===== config.mk =====
export PLATFORM = sky130hd
export DESIGN_NAME = btpipe_out_scheduler
export DESIGN_NICKNAME = d
export VERILOG_FILES = /design/src/rtl/btpipe_sched_pkg.sv /design/src/rtl/rr_arbiter.sv /design/src/rtl/btpipe_out_scheduler.sv
export SDC_FILE = /design/constraint.sdc
export NUM_CORES = 1
export LEC_CHECK = 0
export CAP_MARGIN = 20
export CORE_UTILIZATION = 42
export DETAILED_ROUTE_END_ITERATION = 16
export MAX_ROUTING_LAYER = met4
export PLACE_DENSITY = 0.74
export SYNTH_ARGS = -nofsm -noshare
export SYNTH_HDL_FRONTEND = slang
export SYNTH_SLANG_ARGS = --single-unit

===== constraint.sdc =====
create_clock -name clk -period 5.8 [get_ports clk]
set_input_delay 1.74 -clock clk [delete_from_list [all_inputs] [get_ports clk]]
set_output_delay 1.74 -clock clk [all_outputs]
set_load 0.02 [all_outputs]

===== src/rtl/btpipe_sched_pkg.sv =====
// Shared types, constants and header packing for the block pipe-out scheduler.
package btpipe_sched_pkg;

    typedef enum logic [1:0] {
        ST_IDLE  = 2'd0,
        ST_ARMED = 2'd1,
        ST_XFER  = 2'd2
    } sched_state_e;

    localparam logic [7:0]  HDR_MAGIC   = 8'hA5;
    localparam int unsigned HDR_MAGIC_W = 8;
    localparam int unsigned HDR_PAD_W   = 5;
    localparam int unsigned HDR_SRC_W   = 3;
    localparam int unsigned HDR_SEQ_W   = 16;
    localparam int unsigned WORD_W      = HDR_MAGIC_W + HDR_PAD_W + HDR_SRC_W + HDR_SEQ_W;

    // Header word prefixed to every block: magic, padding, source index, sequence.
    function automatic logic [WORD_W-1:0] hdr_pack(input logic [HDR_SRC_W-1:0] src,
                                                   input logic [HDR_SEQ_W-1:0] seq);
        return {HDR_MAGIC, HDR_PAD_W'(0), src, seq};
    endfunction

endpackage


===== src/rtl/rr_arbiter.sv =====
// Combinational round-robin picker: first requester strictly after last_ptr.
module rr_arbiter #(
    parameter int unsigned N_SRC = 4,
    parameter int unsigned SEL_W = $clog2(N_SRC)
) (
    input  logic [N_SRC-1:0] req,
    input  logic [SEL_W-1:0] last_ptr,
    output logic [N_SRC-1:0] grant,
    output logic [SEL_W-1:0] grant_idx
);

    logic              found;
    logic [SEL_W-1:0]  sel;
    int unsigned       pos;

    // Walk the sources cyclically starting one past the last grant.
    always_comb begin
        grant     = '0;
        grant_idx = last_ptr;
        found     = 1'b0;
        sel       = '0;
        pos       = 0;
        for (int unsigned off = 1; off <= N_SRC; off++) begin
            pos = 32'(last_ptr) + off;
            if (pos >= N_SRC) pos = pos - N_SRC;
            sel = SEL_W'(pos);
            if (!found && req[sel]) begin
                found      = 1'b1;
                grant[sel] = 1'b1;
                grant_idx  = sel;
            end
        end
    end

endmodule


===== src/rtl/btpipe_out_scheduler.sv =====
// Block-granular round-robin scheduler feeding one block-throttled pipe-out endpoint.
module btpipe_out_scheduler
    import btpipe_sched_pkg::*;
#(
    parameter int unsigned N_SRC       = 4,
    parameter int unsigned BLOCK_WORDS = 256,
    parameter int unsigned LEVEL_W     = 16
) (
    input  logic                       clk,
    input  logic                       reset,
    input  logic                       enable,
    input  logic [N_SRC-1:0]           src_mask,
    input  logic [N_SRC*LEVEL_W-1:0]   src_level,
    input  logic [N_SRC*32-1:0]        src_data,
    output logic [N_SRC-1:0]           src_rd,
    input  logic                       pipe_out_read,
    output logic [31:0]                pipe_out_data,
    output logic                       pipe_out_ready,
    output logic                       busy,
    output logic [2:0]                 active_src,
    output logic [31:0]                blocks_sent,
    output logic [15:0]                overrun_count
);

    localparam int unsigned SEL_W = $clog2(N_SRC);
    localparam int unsigned CNT_W = $clog2(BLOCK_WORDS + 1);

    sched_state_e          state_q, state_d;
    logic [SEL_W-1:0]      rr_q, rr_d;
    logic [SEL_W-1:0]      gnt_q, gnt_d;
    logic [N_SRC-1:0]      gnt_oh_q, gnt_oh_d;
    logic [CNT_W-1:0]      cnt_q, cnt_d;
    logic [31:0]           data_q, data_d;
    logic [31:0]           blocks_q, blocks_d;
    logic [15:0]           ovr_q, ovr_d;
    logic                  ready_q, busy_q;
    logic [2:0]            active_q;
    logic [15:0]           seq_q [N_SRC];
    logic                  seq_inc;

    logic [LEVEL_W-1:0]    level_w [N_SRC];
    logic [31:0]           word_w  [N_SRC];
    logic [N_SRC-1:0]      eligible;
    logic [N_SRC-1:0]      arb_oh;
    logic [SEL_W-1:0]      arb_idx;

    // Unpack per-source buses and flag sources holding a full payload.
    for (genvar i = 0; i < N_SRC; i++) begin : g_src
        assign level_w[i]  = src_level[i*LEVEL_W +: LEVEL_W];
        assign word_w[i]   = src_data[i*32 +: 32];
        assign eligible[i] = src_mask[i] && (level_w[i] >= LEVEL_W'(BLOCK_WORDS - 1));
    end

    rr_arbiter #(.N_SRC(N_SRC), .SEL_W(SEL_W)) u_arb (
        .req       (eligible),
        .last_ptr  (rr_q),
        .grant     (arb_oh),
        .grant_idx (arb_idx)
    );

    // Next-state, datapath and counter updates.
    always_comb begin
        state_d  = state_q;
        rr_d     = rr_q;
        gnt_d    = gnt_q;
        gnt_oh_d = gnt_oh_q;
        cnt_d    = cnt_q;
        data_d   = data_q;
        blocks_d = blocks_q;
        ovr_d    = ovr_q;
        seq_inc  = 1'b0;
        case (state_q)
            ST_IDLE: begin
                if (pipe_out_read && (ovr_q != 16'hFFFF)) ovr_d = ovr_q + 16'd1;
                if (enable && (|eligible)) begin
                    gnt_d    = arb_idx;
                    gnt_oh_d = arb_oh;
                    rr_d     = arb_idx;
                    state_d  = ST_ARMED;
                end
            end
            ST_ARMED: begin
                if (pipe_out_read) begin
                    data_d  = hdr_pack(3'(gnt_q), seq_q[gnt_q]);
                    cnt_d   = CNT_W'(1);
                    state_d = ST_XFER;
                end
            end
            ST_XFER: begin
                if (pipe_out_read) begin
                    data_d = word_w[gnt_q];
                    cnt_d  = cnt_q + CNT_W'(1);
                    if ((cnt_q + CNT_W'(1)) == CNT_W'(BLOCK_WORDS)) begin
                        state_d  = ST_IDLE;
                        blocks_d = blocks_q + 32'd1;
                        seq_inc  = 1'b1;
                    end
                end
            end
            default: state_d = ST_IDLE;
        endcase
    end

    // State, datapath and registered status outputs.
    always_ff @(posedge clk or posedge reset) begin
        if (reset) begin
            state_q  <= ST_IDLE;
            rr_q     <= SEL_W'(N_SRC - 1);
            gnt_q    <= '0;
            gnt_oh_q <= '0;
            cnt_q    <= '0;
            data_q   <= '0;
            blocks_q <= '0;
            ovr_q    <= '0;
            ready_q  <= 1'b0;
            busy_q   <= 1'b0;
            active_q <= '0;
        end else begin
            state_q  <= state_d;
            rr_q     <= rr_d;
            gnt_q    <= gnt_d;
            gnt_oh_q <= gnt_oh_d;
            cnt_q    <= cnt_d;
            data_q   <= data_d;
            blocks_q <= blocks_d;
            ovr_q    <= ovr_d;
            ready_q  <= (state_d == ST_ARMED);
            busy_q   <= (state_d != ST_IDLE);
            active_q <= 3'(gnt_d);
        end
    end

    // Per-source block sequence numbers carried in the header.
    always_ff @(posedge clk or posedge reset) begin
        if (reset) begin
            for (int unsigned i = 0; i < N_SRC; i++) seq_q[i] <= '0;
        end else if (seq_inc) begin
            seq_q[gnt_q] <= seq_q[gnt_q] + 16'd1;
        end
    end

    // Pop strobe follows the endpoint read so the FIFO advances on the consuming edge.
    assign src_rd = (state_q == ST_XFER && pipe_out_read) ? gnt_oh_q : '0;

    assign pipe_out_data  = data_q;
    assign pipe_out_ready = ready_q;
    assign busy           = busy_q;
    assign active_src     = active_q;
    assign blocks_sent    = blocks_q;
    assign overrun_count  = ovr_q;

endmodule


---- Word level (Yosys, flattened, before mapping) ----
Index checks and enable logic that the tools add are counted.
W data, S select, Z words.
word-level totals
  register bits after elaboration ......... 165
  input port bits ......................... 200
  word-level logic and storage cells ...... 138
operators by class
  $add $sub $neg .......................... 12
  $lt $le $gt $ge ......................... 18
  equality and inequality tests ........... 7
  mux-type cells .......................... 57
  bitwise logic cells ..................... 4
  reduce and logical (&&, ||, !) cells .... 26
operators by type and width
  kind                     number
  $mux W32                 4
  $bmux W32 S2             1
  $bwmux W64               1
  $ge A16 B8 Y1 const B    4
  $pmux W32 S2             1
  $mux W16                 3
  $add A16 B1 Y16 const B  2
  $add A32 B1 Y32 const B  1
  $bmux W16 S2             1
  $demux W16 S2            1
  $mux W2                  14
  $mux W4                  5
  $mux W9                  2
  $pmux W9 S2              1
  $ne A16 B16 Y1 const B   1
  $logic_and A1 B1 Y1      15
  $mux W1                  14
  $ge A3 B3 Y1 const B     4
  $lt A2 B3 Y1 const B     4
  $or A4 B4 Y4             3
  $add A9 B1 Y9 const B    1
  $eq A9 B9 Y1 const B     1
  $bmux W1 S2              4
  $demux W1 S2             4
  other kinds (18)         32

---- Longest topological paths before layout ----
Gate-level depths: netlist of run 1.
  depth in word-level cells ............... 17
  mapped depth ............................ 10

---- By module ----
From an unflattened synthesis of run 1, not the netlist that was laid out.
second synthesis, totals
  cell total of the unflattened synthesis .. 812
  area, all modules ....................... 8,993.6 sq um
modules (own cells, without submodules)
  module                times used  cells an instance  area each (sq um)  seq. area each (sq um)
  btpipe_out_scheduler  1           732                8,416.8            4,131.5
  rr_arbiter            1           80                 576.8              0.0

---- Least setup slack after synthesis of run 1 ----
No wires, ideal clock.
  kind .................................... input to output
  from .................................... in pipe_out_read
  to ...................................... out src_rd[0]
  arrival ................................. 2.247 ns
  slack ................................... 1.813 ns
  stages .................................. 2
  path through ............................ clkbuf_1 -> and3_1
between the ends
  longest elaborated chain between the ends .. 2
RTL lines
  item                 line                         RTL
  start, declared      btpipe_out_scheduler.sv:16   input logic pipe_out_read,
  $logic_and A1 B1 Y1  btpipe_out_scheduler.sv:143  assign src_rd = (state_q == ST_XFER && pipe_out_read) ? gnt_oh_q : '0;
  $mux W4              btpipe_out_scheduler.sv:143
  end, declared        btpipe_out_scheduler.sv:15   output logic [N_SRC-1:0] src_rd,
No other way between the ends.

---- Worst setup path after layout of run 1 ----
  from .................................... in pipe_out_read
  to ...................................... out src_rd[3]
The elaborated chain is that of the path after synthesis.

==> flow_metrics.tcl, run 1 <==
set metrics [dict create \
    reg2reg_to "seq_q[43]" \
    numPortBuffers 287 \
    finalHoldViolCount 0 \
    crit_path_max_fanout 9 \
    grt_pass1_vias 7576 \
    fin_nets 1313 \
    clock-sinks 165 \
    yosys-top-cells-area "dfrtp_1 (46%), mux4_2 (13%), nand2_1 (6.4%), o21ai_0 (4.5%), xnor2_1 (3.5%)" \
    total_power_w 0.00448 \
    max_slew.worst_pin.slew_ps 806 \
    antenna_cells 0 \
    gp_congestion 0.815 \
    min_period_ps 5010 \
    leakagePower_nw 5.16 \
    startpoint_type "input pin" \
    synth_seq_cells 165 \
    period_share_pct 86.4 \
    viasPerCell 5.53 \
    cellPowerDensity_mw_per_mm2 356 \
    drcViolationCount 0 \
    clock_path_buffers 2 \
    die_width_um 147 \
    core_area_mm2 0.0204 \
    cts_buffers 17 \
    cts_resized 0 \
    setup_viol 0 \
    ant_nets 0 \
    fin_skew_ps 13.5 \
    rrSetupSlack_ps 2490 \
    syn_nets 1037 \
    final_common_cell "clkdlybuf4s50_1" \
    regToRegStartpoint "active_src[0]" \
    fin_setup_tns_ps 0 \
    place_inst 1349 \
    insertion_delay_ps 430 \
    drtIter0Drc 603 \
    drive_above_1_share_pct 11.1 \
    cts_root_buf "clkbuf_16" \
    synth-main-ff-cell "dfrtp_1" \
    hold_path.class "flip-flop to flip-flop" \
    status "finished, final reports clean" \
    area_growth_pct 43.0 \
    hpwl_mm 18.4 \
    syn-cell-area_mm2 0.00882 \
    wl_per_cell_um 18.2 \
    synth.top_cell.area_share_pct 46.3 \
    hold_buffers 0 \
    cp.arrival_ps 3270 \
    synth_edf_count 0 \
    track_usage_pct 24.3 \
    min_to "blocks_sent[31]" \
    reg2reg_depth 8 \
    stdcell_count 1384 \
    clk_pin_slew_worst_paths_ps 80 \
    maxSlewHeadroom_pct 45.8 \
    syn_avg_cell_area_um2 10.7 \
    mostFrequentLayoutCells "clkdlybuf4s50_1 (287), dfrtp_1 (161), nand2_1 (151)" \
    hold_path_depth 1 \
    dr.pass1.iters 5 \
    design.die.area_mm2 0.0216 \
    yosysSeqAreaShare_pct 46.9 \
    wirelength_mm 25.2 \
    die_h_um 147 \
    yosys_warnings 0 \
    min_from "blocks_sent[31]" \
    rows 52 \
    post_cts_buffers 0 \
    peakVddDrop_v 0.000210 \
    grt_max_degree 141 \
    grt_pass1_wl_mm 39.6 \
    synthArstFlopShare_pct 100 \
    worstPathRequired_ps 4060 \
    rsz0062_at_grt "no" \
    ios 289 \
    slew_violations 0 \
    vias 7652 \
    start_util_pct 43.2 \
    synth_cell_type_count 63 \
    antenna_found_initial 0 \
    fmax_mhz 199 \
    cts_tree "done" \
    synthCells 825 \
    synth_top_area_cell "dfrtp_1" \
    cp-end-kind "output pin" \
    path_class "input pin to output pin" \
    max-cap-violations 0 \
    gr-total-overflow 0 \
    htree_levels 4 \
]
-- per-stage QoR --
stage / cell area, µm² / util [%] / setup WS [ps] / hold slack [ps]
2_1_floorplan: 8820 / - / 1810 / 445
3_3_place_gp: 12000 / 58.5 / 824 / 456
3_5_place_dp: 12000 / 58.5 / 829 / 465
4_1_cts: 12600 / 61.6 / 829 / 481
5_1_grt: 12600 / 61.7 / 735 / 504
6_report: 12600 / 61.7 / 787 / 477
-- synth_stat cells, drive strengths merged, types with 2 or more instances --
cell and n:
a2111oi 2, a211oi 2, a21oi 7, a221oi 2
a22o 11, a31oi 17, a41oi 5, and2 6
and3 13, and4 6, buf 13, clkbuf 31
dfrtp 163, dfstp 2, ha 12, inv 13
mux2 10, mux4 51, nand2 151, nand2b 2
nand3 22, nand3b 5, nand4 21, nor2 45
nor2b 3, nor3 10, nor3b 3, nor4 12
nor4b 4, o2111a 2, o211a 2, o211ai 4
o21a 4, o21ai 79, o22a 4, o22ai 2
o31ai 3, or2 2, or3b 2, xnor2 35
xor2 29
-- where the power goes --
| part | switching, W | internal [W] |
|---|---|---|
| Sequential | 0.000191 | 0.00133 |
| Clock | 0.000507 | 0.000667 |
| Combinational | 0.000894 | 0.000893 |
-- cell families after synthesis --
logic type,Yosys count,synth area share [%]
XOR/XNOR,64,6.36
buffers and inverters,57,2.72
AO/OA/AOI/OAI,153,11.0
multiplexers,62,14.4
AND/OR/NAND/NOR,311,16.9
flip-flops,165,46.9
other,1,0.0425
adder cells (fa/ha/maj),12,1.70
-- final cells by class --
type,count,area (µm²)
inverter,13,52.6
sequential,165,4140
clock buffer,18,439
multi-input combinational,603,4460
timing repair buffer,301,3000
clock inverter,14,183
tap,270,338
fill,1681,7820
-- worst max-delay path, stage by stage --
cell and delay, ps:
clkdlybuf4s50_1 710, and3_1 220, clkdlybuf4s50_1 600
-- sequential cells by signal, indices dropped and copies added, names as in the netlist --
register and flops:
pipe_out_ready 1, overrun_count 16, pipe_out_data 32, gnt_oh_q 4, rr_q 2, cnt_q 9
blocks_sent 32, busy 1, active_src 2, seq_q 64, state_q 2
-- worst max-delay path by stage --
| stage | startpoint | slack [ps] | end |
|---|---|---|---|
| floorplan | pipe_out_read | 1810 | src_rd[0] |
| global placement | pipe_out_read | 820 | src_rd[2] |
| detailed placement | pipe_out_read | 830 | src_rd[1] |
| CTS | pipe_out_read | 830 | src_rd[1] |
| global route | pipe_out_read | 740 | src_rd[1] |
| finish | pipe_out_read | 790 | src_rd[3] |
-- routing by layer --
layer / vias up / track usage, % / wire [µm]
li1: 3558 / - / -
met1: 3830 / 31.8 / 11000
met3: 29 / 4.72 / 1320
met5: - / - / 0
met2: 235 / 39.1 / 12500
met4: 0 / 5.52 / 357
(Power assumes the default switching activity.)
==> inputs of run 2 (changes only) <==
- ABC_CLOCK_PERIOD_IN_PS: not set -> 5800
- CORE_MARGIN: not set -> 2
==> flow_metrics.tcl, run 2 (synthesized netlist as in run 1, its figures left out) <==
set metrics [dict create \
    status "finished, final reports clean" \
    finalHoldViolCount 0 \
    cts_tree "done" \
    slowest_delay_ps 600 \
    rsz0062_at_grt "no" \
    mostFrequentLayoutCells "clkdlybuf4s50_1 (287), dfrtp_1 (161), nand2_1 (151)" \
    wl_per_cell_um 18.4 \
    final_cell_area_mm2 0.0125 \
    fin_ws_ps 972 \
    dr.pass1.iters 5 \
    regMostFlops "seq_q" \
    post_cts_buffers 0 \
    crit_top_cell "clkdlybuf4s50_1" \
    cts_resized 0 \
    startpoint_type "input pin" \
    clock-sinks 165 \
    fin_setup_tns_ps 0 \
    ios 289 \
    core_area_mm2 0.0208 \
    die_h_um 149 \
    design.die.area_mm2 0.0222 \
    area_growth_pct 42.2 \
    die_width_um 149 \
    grt_pass1_wl_mm 39.7 \
    area.sequential_mm2 0.00414 \
    path_class "input pin to output pin" \
    clock_path_buffers 2 \
    leakagePower_nw 5.12 \
    ant_nets 0 \
    antenna_cells 0 \
    drive_above_1_share_pct 10.8 \
    gp_congestion 0.854 \
    fmax_mhz 207 \
    max-cap-violations 0 \
    cp.arrival_ps 3090 \
    drcViolationCount 0 \
    grt_pass1_vias 7510 \
    track_usage_pct 23.3 \
    wirelength_mm 25.4 \
    vias 7531 \
    start_util_pct 42.3 \
    gr-total-overflow 0 \
    insertion_delay_ps 430 \
    place_area_mm2 0.0120 \
    cts_root_buf "clkbuf_16" \
    maxSlewHeadroom_pct 41.4 \
    slew_violations 0 \
    cts_buffers 17 \
    drtIter0Drc 378 \
    hold_buffers 0 \
    worstPathRequired_ps 4060 \
    pre_cts_slack_ps 980 \
    total_power_w 0.00439 \
    cellPowerDensity_mw_per_mm2 351 \
    period_share_pct 83.2 \
    hpwl_mm 18.9 \
    clk_pin_slew_worst_paths_ps 70 \
    min_period_ps 4830 \
    crit_path_max_fanout 5 \
    max_slew.worst_pin.slew_ps 879 \
    hold_path.class "flip-flop to flip-flop" \
    antenna_found_initial 0 \
    viasPerCell 5.43 \
    setup_viol 0 \
    crit_slowest_cell "clkdlybuf4s50_1" \
    grt_max_degree 148 \
    peakVddDrop_v 0.000217 \
    largest_reg_flops 64 \
    multi_input_area_mm2 0.00446 \
    fin_skew_ps 13.4 \
    htree_levels 4 \
    fin_nets 1310 \
    numPortBuffers 287 \
    rows 53 \
    cp_cell_sequence "clkdlybuf4s50_1, and3_1, clkdlybuf4s50_1" \
    n_fill_cell 1777 \
    cp-end-kind "output pin" \
    final_common_cell "clkdlybuf4s50_1" \
]
-- run 2: path summary, 6_finish.rpt --
path / startpoint / endpoint / slack (ps) / cells past startpoint
max in group asynchronous: reset / active_src[0] / 2930 / 3
setup reg to reg: active_src[0] / seq_q[15] / 2430 / 8
min in group asynchronous: reset / blocks_sent[28] / 1670 / 2
hold / removal: blocks_sent[31] / blocks_sent[31] / 480 / 1
setup / recovery: pipe_out_read / src_rd[2] / 970 / 3
hold reg to reg: blocks_sent[31] / blocks_sent[31] / 480 / 1
-- run 2: where the power goes --
group | total (W) | internal (W) | switching (W) | leakage, nW
Combinational | 0.00176 | 0.000890 | 0.000868 | 2.67
Clock | 0.00108 | 0.000569 | 0.000509 | 0.269
Sequential | 0.00156 | 0.00133 | 0.000228 | 2.18
Total | 0.00439 | 0.00279 | 0.00160 | 5.12
-- run 2: worst max-delay path, delay by kind of cell --
kind,cells,cell delay [ps]
AND/OR/NAND/NOR,1,190
buffers and inverters,2,1160
-- run 2: layer usage --
metal | wire (µm) | GRT usage (%) | up-vias
met5 | 0 | - | -
met4 | 310 | 6.24 | 0
met3 | 1340 | 3.91 | 23
met2 | 12700 | 37.1 | 219
met1 | 11100 | 31.2 | 3743
li1 | - | - | 3546
-- run 2: layout make-up --
cell class | instances | share of cell area (%)
clock inverters | 14 | 1.06
clock buffers | 18 | 3.42
flip-flops and latches | 165 | 33.0
multi-input cells | 603 | 35.6
repair buffers | 298 | 23.8
inverters | 13 | 0.419
well taps | 275 | 2.75
-- run 2: metrics by stage --
| stage | instances | util [%] | hold WS, ps |
|---|---|---|---|
| after floorplan | 825 | - | 445 |
| after global placement | 1352 | 57.4 | 457 |
| after detailed placement | 1353 | 57.5 | 466 |
| after CTS | 1385 | 60.2 | 481 |
| after global routing | 1386 | 60.2 | 501 |
| final | 1386 | 60.2 | 476 |
==> inputs of run 3 (changes only) <==
- ABC_CLOCK_PERIOD_IN_PS: 5800 -> 4400
- clock period: 5.8 -> 4.4 ns (I/O delays scaled with it)
==> flow_metrics.tcl, run 3 (synthesized netlist as in run 1, its figures left out) <==
set metrics [dict create \
    cts_buffers 17 \
    drive_above_1_share_pct 11.5 \
    final_core_util_pct 60.6 \
    met2_usage_pct 36.9 \
    fmax_mhz 248 \
    mostFrequentLayoutCells "clkdlybuf4s50_1 (287), dfrtp_1 (161), nand2_1 (151)" \
    startpoint_type "input pin" \
    period_share_pct 91.7 \
    min_period_ps 4030 \
    wl_per_cell_um 18.0 \
    clk_pin_slew_worst_paths_ps 70 \
    leakagePower_nw 5.16 \
    die_width_um 149 \
    clock-sinks 165 \
    final_common_cell "clkdlybuf4s50_1" \
    antenna_found_initial 1 \
    peakVddDrop_v 0.000297 \
    cts_resized 0 \
    place_inst 1360 \
    cp.arrival_ps 2710 \
    grt_use_met3_pct 3.67 \
    worstPathRequired_ps 3080 \
    fin_ws_ps 367 \
    start_util_pct 42.3 \
    fin_setup_tns_ps 0 \
    grt_pass1_vias 7550 \
    area_growth_pct 43.1 \
    core_area_mm2 0.0208 \
    cts_tree "done" \
    grt_busiest_layer "met2" \
    clock_path_buffers 2 \
    wirelength_mm 25.1 \
    drcViolationCount 0 \
    htree_levels 4 \
    cp-end-kind "output pin" \
    met1_usage_pct 32.0 \
    rows 53 \
    ant_nets 0 \
    grt_pass1_wl_mm 39.8 \
    stdcell_count 1396 \
    cellPowerDensity_mw_per_mm2 460 \
    maxSlewHeadroom_pct 50.9 \
    largest_reg_flops 64 \
    die_h_um 149 \
    drtIter0Drc 421 \
    viasPerCell 5.42 \
    fin_skew_ps 6.37 \
    n_fill_cell 1707 \
    hold_path.class "flip-flop to flip-flop" \
    rsz0062_at_grt "no" \
    numPortBuffers 287 \
    hold_buffers 0 \
    track_usage_pct 23.4 \
    finalHoldViolCount 0 \
    max_slew.worst_pin.slew_ps 730 \
    gr-total-overflow 0 \
    crit_path_max_fanout 5 \
    regMostFlops "seq_q" \
    hpwl_mm 18.6 \
    design.die.area_mm2 0.0222 \
    insertion_delay_ps 420 \
    dr.pass1.iters 5 \
    fin_nets 1319 \
    ios 289 \
    post_cts_buffers 0 \
    vias 7568 \
    path_class "input pin to output pin" \
    setup_viol 0 \
    grt_max_degree 53 \
    status "finished, final reports clean" \
    gp_congestion 0.884 \
    max-cap-violations 0 \
    cts_root_buf "clkbuf_16" \
    pre_cts_slack_ps 131 \
    slew_violations 0 \
]
-- run 3: cell types whose count changed in the layout (fill, tap and decap cells not counted), sizes merged --
cell      before  now
diode          0    1
inv           21   15
clkbuf        18   20
bufinv         0    1
clkinvlp       4    6
clkinv         2    3
buf           11   20
-- run 3: per-stage QoR --
stage          hold WS, ps  instance area, µm²  power [W]
3_3_place_gp           456               12000    0.00435
3_5_place_dp           466               12000    0.00438
6_report               479               12600    0.00581
5_1_grt                513               12600    0.00612
2_1_floorplan          445                8820    0.00346
4_1_cts                481               12600    0.00584
-- run 3: cell type report --
| cell class | instances | area, µm² | area share [%] |
|---|---|---|---|
| Multi-Input combinational cell | 603 | 4460 | 35.3 |
| Sequential cell | 165 | 4140 | 32.8 |
| Timing Repair Buffer | 307 | 3050 | 24.1 |
| Clock buffer | 20 | 457 | 3.62 |
| Tap cell | 275 | 344 | 2.73 |
| Clock inverter | 12 | 123 | 0.972 |
| Inverter | 13 | 52.6 | 0.416 |
| Antenna cell | 1 | 2.50 | 0.0198 |
-- run 3: path summary, 6_finish.rpt --
path	start	end	slack, ps	cells after the start
min in group asynchronous	reset	blocks_sent[24]	1230	2
worst max-delay path	pipe_out_read	src_rd[2]	370	3
worst max register to register	rr_q[0]	active_src[0]	1450	6
worst min-delay path	blocks_sent[31]	blocks_sent[31]	480	1
worst min register to register	blocks_sent[31]	blocks_sent[31]	480	1
max in group asynchronous	reset	seq_q[59]	2290	4
-- run 3: power breakdown --
part           leakage (nW)  switching [W]  internal [W]
clock                 0.267       0.000630      0.000819
combinational          2.71        0.00113       0.00117
sequential             2.18       0.000312       0.00175
-- run 3: critical path, cell delays in order --
cell and delay [ps]:
clkdlybuf4s50_1 580, and3_1 190, clkdlybuf4s50_1 610
-- run 3: metal layers --
metal	wire, µm	share of wire, %
met5	0	0
met4	281	1.1
met3	1180	4.7
met2	12400	49
met1	11300	45
